### src/rtl/types_pkg.sv
// Shared types for the program loader: machine word, loader FSM states, PC stride.
package types_pkg;

    typedef logic [15:0] uword;

    typedef enum logic [2:0] {
        StIdle,
        StLenHi,
        StLenLo,
        StDataHi,
        StDataLo,
        StCheck,
        StDone,
        StErr
    } loader_state_e;

    localparam uword PcStride = 16'd2;

endpackage

### src/rtl/adder.sv
// Plain 16-bit wrapping adder, shared with the PC increment path.
module adder
    import types_pkg::*;
(
    input  uword a,
    input  uword b,
    output uword sum
);

    assign sum = a + b;

endmodule

### src/rtl/prog_loader.sv
// Byte-stream program loader: length header, big-endian words, XOR checksum trailer.
// Writes each word to program memory one cycle after its low byte arrives.
module prog_loader
    import types_pkg::*;
#(
    parameter uword        BASE_ADDR = 16'h0000,
    parameter int unsigned MAX_WORDS = 256
) (
    input  logic       clk,
    input  logic       rst,
    input  logic       start,
    input  logic       byte_valid,
    input  logic [7:0] byte_data,
    output logic       byte_ready,
    output logic       mem_wr_en,
    output uword       mem_wr_addr,
    output uword       mem_wr_data,
    output logic       load_halt,
    output logic       done,
    output logic       error
);

    loader_state_e state_q, state_d;
    uword          len_q, len_d;
    uword          cnt_q, cnt_d;
    uword          addr_q, addr_d;
    uword          wr_addr_q, wr_addr_d;
    uword          wr_data_q, wr_data_d;
    logic [7:0]    hi_q, hi_d;
    logic [7:0]    csum_q, csum_d;
    logic          wr_en_q, wr_en_d;
    logic          done_q, done_d;
    logic          error_q, error_d;

    uword addr_next;
    uword cnt_inc;
    uword n_words;
    logic xfer;

    adder u_addr_inc (
        .a   (addr_q),
        .b   (PcStride),
        .sum (addr_next)
    );

    assign cnt_inc = cnt_q + 16'd1;
    assign n_words = {len_q[15:8], byte_data};
    assign xfer    = byte_valid && byte_ready;

    always_comb begin
        state_d   = state_q;
        len_d     = len_q;
        cnt_d     = cnt_q;
        addr_d    = addr_q;
        wr_addr_d = wr_addr_q;
        wr_data_d = wr_data_q;
        hi_d      = hi_q;
        csum_d    = csum_q;
        wr_en_d   = 1'b0;
        done_d    = done_q;
        error_d   = error_q;

        byte_ready = state_q inside {StLenHi, StLenLo, StDataHi, StDataLo, StCheck};
        load_halt  = !(state_q inside {StIdle, StDone, StErr});

        unique case (state_q)
            StIdle: begin
                if (start) begin
                    state_d = StLenHi;
                    done_d  = 1'b0;
                    error_d = 1'b0;
                    csum_d  = 8'h00;
                    cnt_d   = 16'd0;
                    addr_d  = BASE_ADDR;
                end
            end
            StLenHi: begin
                if (xfer) begin
                    len_d[15:8] = byte_data;
                    state_d     = StLenLo;
                end
            end
            StLenLo: begin
                if (xfer) begin
                    len_d = n_words;
                    if (n_words == 16'd0) begin
                        state_d = StCheck;
                    end else if ({16'd0, n_words} > MAX_WORDS) begin
                        state_d = StErr;
                        error_d = 1'b1;
                    end else begin
                        state_d = StDataHi;
                    end
                end
            end
            StDataHi: begin
                if (xfer) begin
                    hi_d    = byte_data;
                    csum_d  = csum_q ^ byte_data;
                    state_d = StDataLo;
                end
            end
            StDataLo: begin
                if (xfer) begin
                    csum_d    = csum_q ^ byte_data;
                    wr_en_d   = 1'b1;
                    wr_addr_d = addr_q;
                    wr_data_d = {hi_q, byte_data};
                    addr_d    = addr_next;
                    cnt_d     = cnt_inc;
                    state_d   = (cnt_inc == len_q) ? StCheck : StDataHi;
                end
            end
            StCheck: begin
                if (xfer) begin
                    if (byte_data == csum_q) begin
                        state_d = StDone;
                        done_d  = 1'b1;
                    end else begin
                        state_d = StErr;
                        error_d = 1'b1;
                    end
                end
            end
            StDone:  state_d = StIdle;
            StErr:   state_d = StIdle;
            default: state_d = StIdle;
        endcase
    end

    always_ff @(posedge clk) begin
        if (rst) begin
            state_q   <= StIdle;
            len_q     <= 16'd0;
            cnt_q     <= 16'd0;
            addr_q    <= 16'd0;
            wr_addr_q <= 16'd0;
            wr_data_q <= 16'd0;
            hi_q      <= 8'h00;
            csum_q    <= 8'h00;
            wr_en_q   <= 1'b0;
            done_q    <= 1'b0;
            error_q   <= 1'b0;
        end else begin
            state_q   <= state_d;
            len_q     <= len_d;
            cnt_q     <= cnt_d;
            addr_q    <= addr_d;
            wr_addr_q <= wr_addr_d;
            wr_data_q <= wr_data_d;
            hi_q      <= hi_d;
            csum_q    <= csum_d;
            wr_en_q   <= wr_en_d;
            done_q    <= done_d;
            error_q   <= error_d;
        end
    end

    // A pending strobe is killed by rst in the same cycle so an aborted load never writes.
    assign mem_wr_en   = wr_en_q & ~rst;
    assign mem_wr_addr = wr_addr_q;
    assign mem_wr_data = wr_data_q;
    assign done        = done_q;
    assign error       = error_q;

endmodule

### config.mk
export PLATFORM = sky130hd
export DESIGN_NAME = prog_loader
export DESIGN_NICKNAME = d
export VERILOG_FILES = /design/src/rtl/types_pkg.sv /design/src/rtl/adder.sv /design/src/rtl/prog_loader.sv
export SDC_FILE = /design/constraint.sdc
export NUM_CORES = 1
export LEC_CHECK = 0
export ABC_AREA = 1
export CORE_MARGIN = 10
export CORE_UTILIZATION = 30
export DETAILED_ROUTE_END_ITERATION = 6
export GPL_TIMING_DRIVEN = 0
export PLACE_DENSITY = 0.47
export SYNTH_ARGS = -nofsm -noshare
export SYNTH_HDL_FRONTEND = slang
export SYNTH_HIERARCHICAL = 1
export SYNTH_SLANG_ARGS = --single-unit
### constraint.sdc
create_clock -name clk -period 2.2 [get_ports clk]
set_input_delay 0.22 -clock clk [delete_from_list [all_inputs] [get_ports clk]]
set_output_delay 0.22 -clock clk [all_outputs]
set_load 0.02 [all_outputs]
* Word level (Yosys, flattened, before mapping)
Cells that the tools add are included.
** Word-level totals
- Logic and storage cells :: 94
- Register bits :: 102
- Input bits :: 12
- Output and inout bits :: 37
** Operators by class
- Add/sub/neg operators :: 2
- Bitwise logic cells :: 5
- Muxes and demuxes :: 32
- Reduce and logical (&&, ||, !) cells :: 22
- Eq/ne operators :: 20
- Order comparisons :: 1
** Operators by type and width (count)
- 16-bit case mux with 2 select lines :: 2
- 16-bit 2-to-1 mux :: 3
- 8-bit case mux with 2 select lines :: 2
- 3-bit 2-to-1 mux :: 9
- 8-bit 2-to-1 mux :: 3
- 3-bit case mux with 7 select lines :: 1
- 16-bit by 1-bit adder with 16-bit output, second input constant :: 1
- 16-bit by 2-bit adder with 16-bit output, second input constant :: 1
- 16-bit == test :: 1
- 16-bit by 9-bit > comparator with 1-bit output, second input constant :: 1
- 16-bit zero test :: 1
- 2-bit != test, second input constant :: 8
- 3-bit == test, second input constant :: 4
- 1-bit 2-to-1 mux :: 10
- 3-bit AND reduction :: 3
- 8-bit == test :: 1
- 8-bit bitwise XOR :: 1
- 7-bit AND reduction :: 1
- 3-bit by 2-bit == test with 1-bit output, second input constant :: 2
- 2-bit by 1-bit != test with 1-bit output, second input constant :: 3
- 2-bit AND reduction :: 3
- 6-bit AND reduction :: 1
- 2-bit nonzero test :: 3
- 3-bit nonzero test :: 2
- 11 further kinds :: 15

* Depth between registers and ports, before layout
- Word-level depth :: 5
- Gate-level depth with buffers :: 16
- Mapped depth without buffers :: 16

* Hierarchy
Netlist, hierarchy kept.
** By module, submodules not included
- prog_loader :: cells each 660, times used 1, seq. area each 2042.0 um^2, area each 4640.7 um^2
- adder :: cells each 176, times used 1, seq. area each 0.0 um^2, area each 928.4 um^2

* Worst setup path after synthesis
OpenSTA, ideal clock, no wires.
- Path type :: reg2reg
- From :: register cnt_q[1]
- To :: register state_q[1]
- Cell stages (with the launch flop) :: 15
- Required time :: 2068 ps
- Path slack :: 442 ps
- Arrival :: 1626 ps
- Buffers on the path :: 0
- Clock period less this slack :: 1758 ps
- Setup time :: 132 ps
- Cells stage by stage :: dfxtp_1 -> ha_1 -> nand2_1 -> nor2_4 -> nand3_1 -> nand2_1 -> nand2_1 -> a21oi_1 -> nand2_1 -> nor2_2 -> nand3_1 -> nand2_1 -> nand2_1 -> nand2_1 -> a21oi_1
** Between the ends
- Cells in the longest elaborated chain, start to end :: 5
** Ends and longest elaborated chain
- start: declaration :: line prog_loader.sv:25 : uword cnt_q, cnt_d;
- start signal: assignment :: line prog_loader.sv:147 : cnt_q <= cnt_d;
- 16-bit by 1-bit adder with 16-bit output :: line prog_loader.sv:46 : assign cnt_inc = cnt_q + 16'd1;
- 16-bit == test :: line prog_loader.sv:111 : state_d = (cnt_inc == len_q) ? StCheck : StDataHi;
- 3-bit 2-to-1 mux :: line prog_loader.sv:111
- 3-bit 2-to-1 mux :: line prog_loader.sv:104 : if (xfer) begin
- 3-bit case mux with 7 select lines :: line prog_loader.sv:66 : unique case (state_q)
- end signal: assignment :: line prog_loader.sv:133 : state_q <= StIdle;
- end signal: assignment :: line prog_loader.sv:145 : state_q <= state_d;
- end: declaration :: line prog_loader.sv:23 : loader_state_e state_q, state_d;
Every way passes these cells. The select of a mux whose other input is x is not followed.
A chain may end at the register's enable or synchronous reset.

* Worst setup path in the final report
- From :: input rst
- To :: output mem_wr_en
** Between the ends
- Cells in the longest elaborated chain, start to end :: 2
** Ends and longest elaborated chain
- start: declaration :: line prog_loader.sv:10 : input logic rst,
- 1-bit NOT :: line prog_loader.sv:160 : assign mem_wr_en = wr_en_q & ~rst;
- 1-bit AND :: line prog_loader.sv:160
- end: declaration :: line prog_loader.sv:15 : output logic mem_wr_en,
Every way passes these cells.

==> qor.yml <==
crit_end: "mem_wr_en"
root_buffer: "clkbuf_16"
post-route-util: 0.3720
r2r_slack_ns: 0.23
chipHeight_um: 156.3
max_freq_mhz: 489.1
maxCapViolCount: 0
syn_area_per_cell_um2: 6.662
mostFrequentLayoutCells: "nand2_1 (278), dfxtp_1 (100), inv_1 (91), nor2_1 (75), a21oi_1 (75)"
critPathBufInv: 3
critPathLaunchType: "primary input"
path_clk_slew_ns: 0.07
pin_count: 49
die_area_um2: 24410
drc_errors: 0
ys_seq_area_frac: 0.3667
min_period_over_period: 0.9293
die_w_um: 156.3
cts_made_buffers: 9
antenna_found_initial: 0
critical_path_class: "primary input to output port"
period_minus_slack_ns: 2.044
core_region_area_um2: 18090
dp_hpwl_mm: 12.12
drt_iter0_drc: 334
place.gp.congestion: 0.8903
timing.rr.start: "cnt_q[0]"
slew_viol_final: 0
ir_drop_uv: 451.1
diodes: 0
insertion_delay_ns: 0.36
hold_violations: 0
multiInputGateArea_um2: 3136
h-tree-depth: 3
clock-sinks: 102
yosys_warnings: 6
timing.rr.end: "state_q[1]"
grt_overflow: 0
worstMarginPinSlew_ns: 0.7422
synthTopCellsByArea: "dfxtp_1 (37%), nand2_1 (19%), a21oi_1 (6.7%)"
worstPathArrival_ns: 1.82
r2r_cells: 15
syn2layout_area_growth_pct: 20.80
path_cells: "clkbuf_1 -> clkbuf_1 -> nor2_1 -> clkdlybuf4s50_1"
cts_tree: "done"
worst_path_max_delay_cell: "clkdlybuf4s50_1"
slew_headroom: 0.5052
antenna_left: 0
synth_top_area_frac: 0.3667
via_per_inst: 4.651
yosysTopAreaCell: "dfxtp_1"
rsz0062_at_grt: "no"
routed_wirelength_mm: 16.20
rows: 49
fillCellCount: 1976
p_leak_uw: 0.002739
grtUsageTotal: 0.1356
grt_first_pass_wirelength_mm: 26.51
yosysUniqueCellTypes: 35
grt_max_degree: 18
num_vias: 5321
dp_slack_ns: -0.1719
mostFrequentLayoutCell: "nand2_1"
hp-class: "primary input to flip-flop"
critPathLaunch: "rst"
synth-seq-cells: 102
first_pass_iters: 5
async_flop_share: 0
syn_inst: 836
critPathTopFamily: "buffers and inverters"
cts_buffer_depth: 2
required_ns: 1.98
layout-drive-gt1-share: 0.07432
start_util: 0.3079
critPathMaxFanout: 10
synth-edff-count: 0
cp-end-kind: "output port"
skew_ns: 0.009424
nets: 939
status: "completed"
grt_pass1_vias: 4992
wl_per_cell_um: 14.16
cp_common_cell: "clkbuf_1"
io_buffers: 47
critPathMaxStageDelay_ns: 0.56
worst_slack_ns: 0.1556
synth_flop_cell: "dfxtp_1"
p_per_area_nw_per_um2: 799.0
area.sequential_um2: 2049
syn-cell-area_um2: 5569
finalSetupViolations: 0
cp_num_cells: 4
==> state kept, by name, indices dropped and copies added, names as in the netlist, 3 cells and up <==
name / flops
addr_q: 16
cnt_q: 16
len_q: 16
mem_wr_addr: 16
mem_wr_data: 16
csum_q: 8
hi_q: 8
state_q: 3
==> cell usage after synthesis, types with 7 or more instances <==
cell,count
nand4_1,14
xor2_1,7
a22oi_1,18
clkbuf_1,22
ha_1,16
nand2_1,279
nand2_2,9
xnor2_1,11
dfxtp_1,102
a21oi_1,75
nor2_1,78
inv_1,91
nand3_1,45
a211oi_1,17
==> through the flow <==
stage               area [um2]  hold slack, ns  cells  setup TNS (ns)  power (uW)
finish                    6728          0.3290   1144               0        5376
global route              6728          0.3491   1144               0        5749
detailed placement        6382          0.4525   1127          -4.255        3761
global placement          6382          0.4526   1127          -4.167        3768
CTS                       6683          0.3593   1143               0        5446
floorplan                 5625          0.3683    851               0        3205
==> per-layer routing <==
metal	vias up	GRT usage	wire (um)
li1	2822	-	-
met1	2407	0.1953	8683
met2	78	0.1985	6709
met3	14	0.02330	557
met4	0	0.04674	248
met5	-	0	0
==> what timing repair did <==
action | in CTS | in global routing
pin swaps | 0 | 2
hold endpoints to repair | 0 | 0
endpoints found under the setup margin | 1 | 47
setup buffers | 0 | 1
hold buffers | 0 | 0
gates resized for setup | 1 | 15
==> worst min-delay path by stage <==
| stage | start | endpoint | slack (ns) | depth (start not counted) |
|---|---|---|---|---|
| after floorplan | byte_data[0] | hi_q[0] | 0.37 | 2 |
| final | rst | state_q[1] | 0.33 | 2 |
| after global routing | rst | cnt_q[12] | 0.35 | 2 |
| after global placement | hi_q[7] | hi_q[7] | 0.45 | 2 |
| after detailed placement | mem_wr_data[7] | mem_wr_data[7] | 0.45 | 2 |
| after CTS | rst | cnt_q[9] | 0.36 | 2 |
==> layout make-up <==
type,count,share of cell area
flip-flops and latches,102,0.3046
plain buffers,28,0.01748
inverters,96,0.05356
multi-input cells,625,0.4661
well taps,229,0.04259
clock inverters,7,0.01079
repair buffers,48,0.07142
clock buffers,9,0.03348
==> logic make-up after synthesis <==
family                     Yosys count  synth area share
AOI/OAI and AO/OA                  125            0.1364
xor gates and xnor gates            18           0.02831
adders and majority gates           17           0.03954
buffers and inverters              124           0.08537
DFF                                102            0.3667
other                                2          0.001349
and+or+nand+nor                    448            0.3424
==> power by group <==
| part | internal [uW] | total [uW] | switching (uW) | leakage, uW |
|---|---|---|---|---|
| registers | 1980 | 2080 | 109 | 0.000825 |
| clock network | 888 | 1670 | 782 | 0.000142 |
| logic | 520 | 1620 | 1100 | 0.00177 |
No activity file was read; power rests on OpenSTA's default activity.
